<file path="src/rtl/noc_pkg.sv">
// Shared NoC definitions: packet layout, port index type and merge-slot states.
package noc_pkg;

  localparam int unsigned NOC_W   = 9;
  localparam int unsigned ADDR_HI = 8;
  localparam int unsigned ADDR_LO = 5;

  typedef logic [NOC_W-1:0] noc_pkt_t;

  // Branch index: 0 = In0, 1 = In1.
  typedef logic port_sel_t;

  // Output slot occupancy, encoded as {out_pend, s_pend}.
  typedef enum logic [1:0] {
    SLOT_EMPTY    = 2'b00,
    SLOT_OUT_DONE = 2'b01,
    SLOT_S_DONE   = 2'b10,
    SLOT_FULL     = 2'b11
  } slot_state_t;

  // Address field of a packet.
  function automatic logic [ADDR_HI-ADDR_LO:0] pkt_addr(input noc_pkt_t p);
    return p[ADDR_HI:ADDR_LO];
  endfunction

endpackage

</file>
<file path="src/rtl/arbiter13_leaf_rr_arb2.sv">
// Two-request round-robin arbiter. Grants are combinational; the priority
// pointer moves to the losing index whenever en_i signals a taken grant.
module rr_arb2
  import noc_pkg::*;
#(
  parameter logic RR_INIT = 1'b0
) (
  input  logic      clk,
  input  logic      rst_n,
  input  logic      req0_i,
  input  logic      req1_i,
  input  logic      en_i,
  output logic      gnt0_o,
  output logic      gnt1_o,
  output port_sel_t prio_o
);

  port_sel_t prio_q;
  port_sel_t prio_d;

  // Grant the sole requester, or the favoured one when both request.
  always_comb begin
    gnt0_o = req0_i & (~req1_i | ~prio_q);
    gnt1_o = req1_i & (~req0_i | prio_q);
    // Loser becomes favoured: after an In0 win the pointer goes to 1.
    prio_d = en_i ? port_sel_t'(gnt0_o) : prio_q;
    prio_o = prio_q;
  end

  // Priority pointer register.
  always_ff @(posedge clk or negedge rst_n) begin
    if (!rst_n) begin
      prio_q <= RR_INIT;
    end else begin
      prio_q <= prio_d;
    end
  end

endmodule

</file>
<file path="src/rtl/arbiter13_leaf.sv">
// Two-input merge leaf: round-robin picks one packet per cycle into a single
// output slot that drains independently on the data and winner-record channels.
module arbiter13_leaf
  import noc_pkg::*;
#(
  parameter int unsigned W       = NOC_W,
  parameter logic        RR_INIT = 1'b0
) (
  input  logic         clk,
  input  logic         rst_n,
  input  logic         in0_valid,
  output logic         in0_ready,
  input  logic [W-1:0] in0_data,
  input  logic         in1_valid,
  output logic         in1_ready,
  input  logic [W-1:0] in1_data,
  output logic         out_valid,
  input  logic         out_ready,
  output logic [W-1:0] out_data,
  output logic         s_valid,
  input  logic         s_ready,
  output logic         s_data
);

  slot_state_t state_q;
  slot_state_t state_d;
  logic [W-1:0] data_q;
  logic [W-1:0] data_d;
  port_sel_t    win_q;
  port_sel_t    win_d;

  logic out_pend;
  logic s_pend;
  logic out_hs;
  logic s_hs;
  logic free;
  logic gnt0;
  logic gnt1;
  logic xfer;
  port_sel_t prio_unused;

  rr_arb2 #(
    .RR_INIT(RR_INIT)
  ) u_arb (
    .clk    (clk),
    .rst_n  (rst_n),
    .req0_i (in0_valid),
    .req1_i (in1_valid),
    .en_i   (xfer),
    .gnt0_o (gnt0),
    .gnt1_o (gnt1),
    .prio_o (prio_unused)
  );

  // Slot occupancy, handshakes and input acceptance.
  always_comb begin
    out_pend  = state_q[1];
    s_pend    = state_q[0];
    out_hs    = out_pend & out_ready;
    s_hs      = s_pend & s_ready;
    free      = (~out_pend | out_ready) & (~s_pend | s_ready);
    in0_ready = free & gnt0;
    in1_ready = free & gnt1;
    xfer      = in0_ready | in1_ready;
  end

  // Next slot contents: a new grant refills both channels, otherwise each
  // channel clears on its own handshake.
  always_comb begin
    state_d = state_q;
    data_d  = data_q;
    win_d   = win_q;
    if (xfer) begin
      state_d = SLOT_FULL;
      data_d  = gnt1 ? in1_data : in0_data;
      win_d   = port_sel_t'(gnt1);
    end else begin
      unique case (state_q)
        SLOT_FULL: begin
          if (out_hs && s_hs) state_d = SLOT_EMPTY;
          else if (out_hs)    state_d = SLOT_OUT_DONE;
          else if (s_hs)      state_d = SLOT_S_DONE;
          else                state_d = SLOT_FULL;
        end
        SLOT_S_DONE:   state_d = out_hs ? SLOT_EMPTY : SLOT_S_DONE;
        SLOT_OUT_DONE: state_d = s_hs ? SLOT_EMPTY : SLOT_OUT_DONE;
        default:       state_d = SLOT_EMPTY;
      endcase
    end
  end

  // Slot registers.
  always_ff @(posedge clk or negedge rst_n) begin
    if (!rst_n) begin
      state_q <= SLOT_EMPTY;
      data_q  <= '0;
      win_q   <= 1'b0;
    end else begin
      state_q <= state_d;
      data_q  <= data_d;
      win_q   <= win_d;
    end
  end

  // Outputs come straight from registers.
  always_comb begin
    out_valid = state_q[1];
    s_valid   = state_q[0];
    out_data  = data_q;
    s_data    = win_q;
  end

endmodule

</file>
<file path="config.mk">
export PLATFORM = sky130hd
export DESIGN_NAME = arbiter13_leaf
export DESIGN_NICKNAME = d
export VERILOG_FILES = /design/src/rtl/noc_pkg.sv /design/src/rtl/arbiter13_leaf_rr_arb2.sv /design/src/rtl/arbiter13_leaf.sv
export SDC_FILE = /design/constraint.sdc
export NUM_CORES = 1
export LEC_CHECK = 0
export BUFFER_PORTS_ARGS = -buffer_cell sky130_fd_sc_hd__buf_2
export CORE_ASPECT_RATIO = 1.1
export CORE_MARGIN = 4
export CORE_UTILIZATION = 40
export CTS_CLUSTER_DIAMETER = 120
export DETAILED_ROUTE_END_ITERATION = 12
export GPL_ROUTABILITY_DRIVEN = 0
export PLACE_DENSITY = 0.74
export SLEW_MARGIN = 15
export SYNTH_ARGS = -nofsm -noshare
export SYNTH_HDL_FRONTEND = slang
export SYNTH_SLANG_ARGS = --single-unit
</file>
<file path="constraint.sdc">
create_clock -name clk -period 1.47 [get_ports clk]
set_input_delay 0.441 -clock clk [delete_from_list [all_inputs] [get_ports clk]]
set_output_delay 0.441 -clock clk [all_outputs]
set_load 0.02 [all_outputs]
</file>
==> flow_summary_export.csv <==
group,metric,value,unit
yosys,yosysMostFrequentCell,"dfrtp_1",
floorplanning,die_x,46.6,um
yosys,synth_cell_types,22,
sta,final_min_period_over_clock_period,1.15,
cells_and_area,layout-drive-gt1-share,0.571,
global_routing,grt_pass1_vias,600,
cells_and_area,syn2layout_area_growth,49.5,%
yosys,syn_area,654,um^2
run_status,violations,"negative setup slack",
yosys,synthCells,56,
detailed_routing,via_count,645,
clock_tree,ctsHtreeMaxLevel,1,
cells_and_area,fin_util,0.628,
yosys,yosysSeqAreaShare,0.497,
floorplanning,rows,15,
detailed_routing,wl_per_cell,13.9,um
critical_path,cp.arrival,1.26,ns
yosys,async_reset_ff_frac,1.00,
cells_and_area,num-nets-final,130,
sta,rsz0062_at_grt,"yes",
floorplanning,io_pins,38,
yosys,avgSynthCellArea,11.7,um^2
yosys,yosysTopAreaCell,"dfrtp_1",
yosys,netlist_top_cells_count,"dfrtp_1 (13), a2bb2oi_1 (9), o32ai_1 (9), nand2_1 (4)",
detailed_routing,dr.pass1.iters,5,
yosys,synth-seq-cells,13,
worst_hold_path,hp-class,"in -> async",
detailed_routing,ant_nets,0,
global_routing,grt_use_total,0.155,
pwr,p_leak,0.478,nW
cells_and_area,regArea,325,um^2
global_routing,grt_first_pass_wirelength,2.58,mm
yosys,synth-edff-count,0,
yosys,syn_nets,80,
sta,tightest_slew,0.398,ns
cells_and_area,n_antenna_cell,0,
clock_tree,clkTransAtPathRegs,0.08,ns
detailed_routing,drt-initial-drc-count,15,
sta,maxSlewHeadroom,0.734,
critical_path,crit_fanout,2,
flow_run,drv_cap,0,
global_routing,antenna_found_initial,0,
sta,max_freq,589,MHz
cells_and_area,final.fill_count,132,
sta,finalWorstSetupSlack,-0.228,ns
global_routing,grt-ovfl-total,0,
global_routing,grt_max_degree,14,
critical_path,crit_required,1.03,ns
floorplanning,dieArea,2350,um^2
yosys,synth_ff_type,"dfrtp_1",
detailed_routing,drc_errors,0,
sta,hold_viol,0,
yosys,synth_warnings,0,
critical_path,end_kind,"output port",
placement,dp.final_hpwl,1.31,mm
sta,fin_crit,1.70,ns
yosys,yosysTopAreaCellShare,0.497,
clock_tree,cts.path.max_buffers,2,
cells_and_area,multi_input_area,318,um^2
sta,report.final.slew_viol_count,0,
clock_tree,hold_buffers,0,
yosys,synthTopCellsByArea,"dfrtp_1 (50%), a2bb2oi_1 (12%), o32ai_1 (12%)",
floorplanning,die_y,50.4,um
pwr,vdd_drop_max,0.649,mV
clock_tree,tritoncts_num_sinks,13,
sta,hold_ws,0.0361,ns
clock_tree,cts_root_buf,"clkbuf_4",
floorplanning,start_util,0.420,
sta,setup_viol,3,
clock_tree,tritoncts,"built",
pwr,p_per_area,1420,nW/um^2
clock_tree,cts_buffers,3,
clock_tree,insertion_delay,0.27,ns
critical_path,crit_type,"reg -> out",
run_status,status,"finished, violations left",
critical_path,start_kind,"flop",
detailed_routing,wl,1.70,mm
sta,skew,0.00362,ns
detailed_routing,vias_per_cell,5.29,
placement,io_buffers,37,
floorplanning,core,1560,um^2
metal layers:
layer  wire length (um)  global-route usage  share of wire  vias to the layer above
met5                  0                   0              0                        -
met4                  8              0.0711         0.0047                        0
met3                 87              0.0215          0.051                        2
met2                900               0.250           0.53                       20
met1                704               0.198           0.41                      301
li1                   -                   -              -                      322
worst paths after layout:
path,startpoint,end,slack [ns],cells past startpoint
max in group asynchronous,rst_n,out_data[3],1.21,1
hold / removal,rst_n,out_data[7],0.04,1
setup reg to reg,state_q[1],s_data,0.06,5
setup / recovery,state_q[1],in1_ready,-0.23,4
min in group clk,in0_data[0],out_data[0],0.48,3
hold reg to reg,u_arb.prio_o,u_arb.prio_o,0.54,2
sequential cells by signal (all words and copies together), names as in the netlist:
name and count:
out_data 9, u_arb.prio_o 1, state_q 2, s_data 1
critical path, cell delays in order (launching register included):
cell and delay, ns:
dfrtp_1 0.38, or2b_1 0.19, nand2_2 0.10, nor3_4 0.18, buf_6 0.14
metrics by stage:
stage | cells | instance area, um^2 | total power, mW | setup TNS [ns] | worst slack (ns)
final | 122 | 978 | 1.39 | -0.383 | -0.228
after global routing | 122 | 978 | 1.48 | -0.874 | -0.316
after CTS | 120 | 963 | 1.39 | -0.347 | -0.216
after detailed placement | 115 | 915 | 1.16 | -0.270 | -0.140
after global placement | 115 | 915 | 1.14 | -0.244 | -0.125
after floorplan | 56 | 668 | 0.931 | -0.0161 | -0.0161
layout make-up:
type	instances	share of cell area
repair buffers	48	0.286
multi-input cells	38	0.325
well taps	17	0.0217
flip-flops and latches	13	0.332
clock buffers	4	0.0269
inverters	2	0.00767
placed cells by master, fill, tap and decap left out:
cell type	n
a21bo_1	1
a2bb2oi_1	9
a31oi_1	1
buf_2	35
buf_4	11
buf_6	2
clkbuf_1	1
clkbuf_4	3
dfrtp_1	13
inv_1	1
inv_2	1
nand2_1	3
nand2_2	1
nand2b_1	1
nand3_1	1
nor2_1	1
nor2_2	2
nor2b_1	1
nor2b_4	2
nor3_4	2
o221a_2	1
o31ai_1	1
o32ai_1	9
or2b_1	1
or3_1	1
repair_timing:
| item | CTS | global route |
|---|---|---|
| setup buffers | 1 | 2 |
| gates resized for setup | 5 | 0 |
| endpoints found under the hold margin | 0 | 0 |
| gates cloned | 0 | 0 |
| setup endpoints to repair | 2 | 2 |
| pin swaps | 1 | 1 |
kinds of logic after synthesis:
| group | Yosys count | synth area share |
|---|---|---|
| AOI/OAI and AO/OA | 22 | 0.294 |
| and+or+nand+nor | 16 | 0.166 |
| DFF | 13 | 0.497 |
| buffers and inverters | 5 | 0.0420 |
power by group:
| part | switching, mW | internal, mW | leakage (nW) |
|---|---|---|---|
| Sequential | 0.0568 | 0.464 | 0.145 |
| Combinational | 0.354 | 0.299 | 0.318 |
| Clock | 0.111 | 0.105 | 0.0150 |
| Total | 0.522 | 0.869 | 0.478 |
Power figures use the tool's default switching activity.
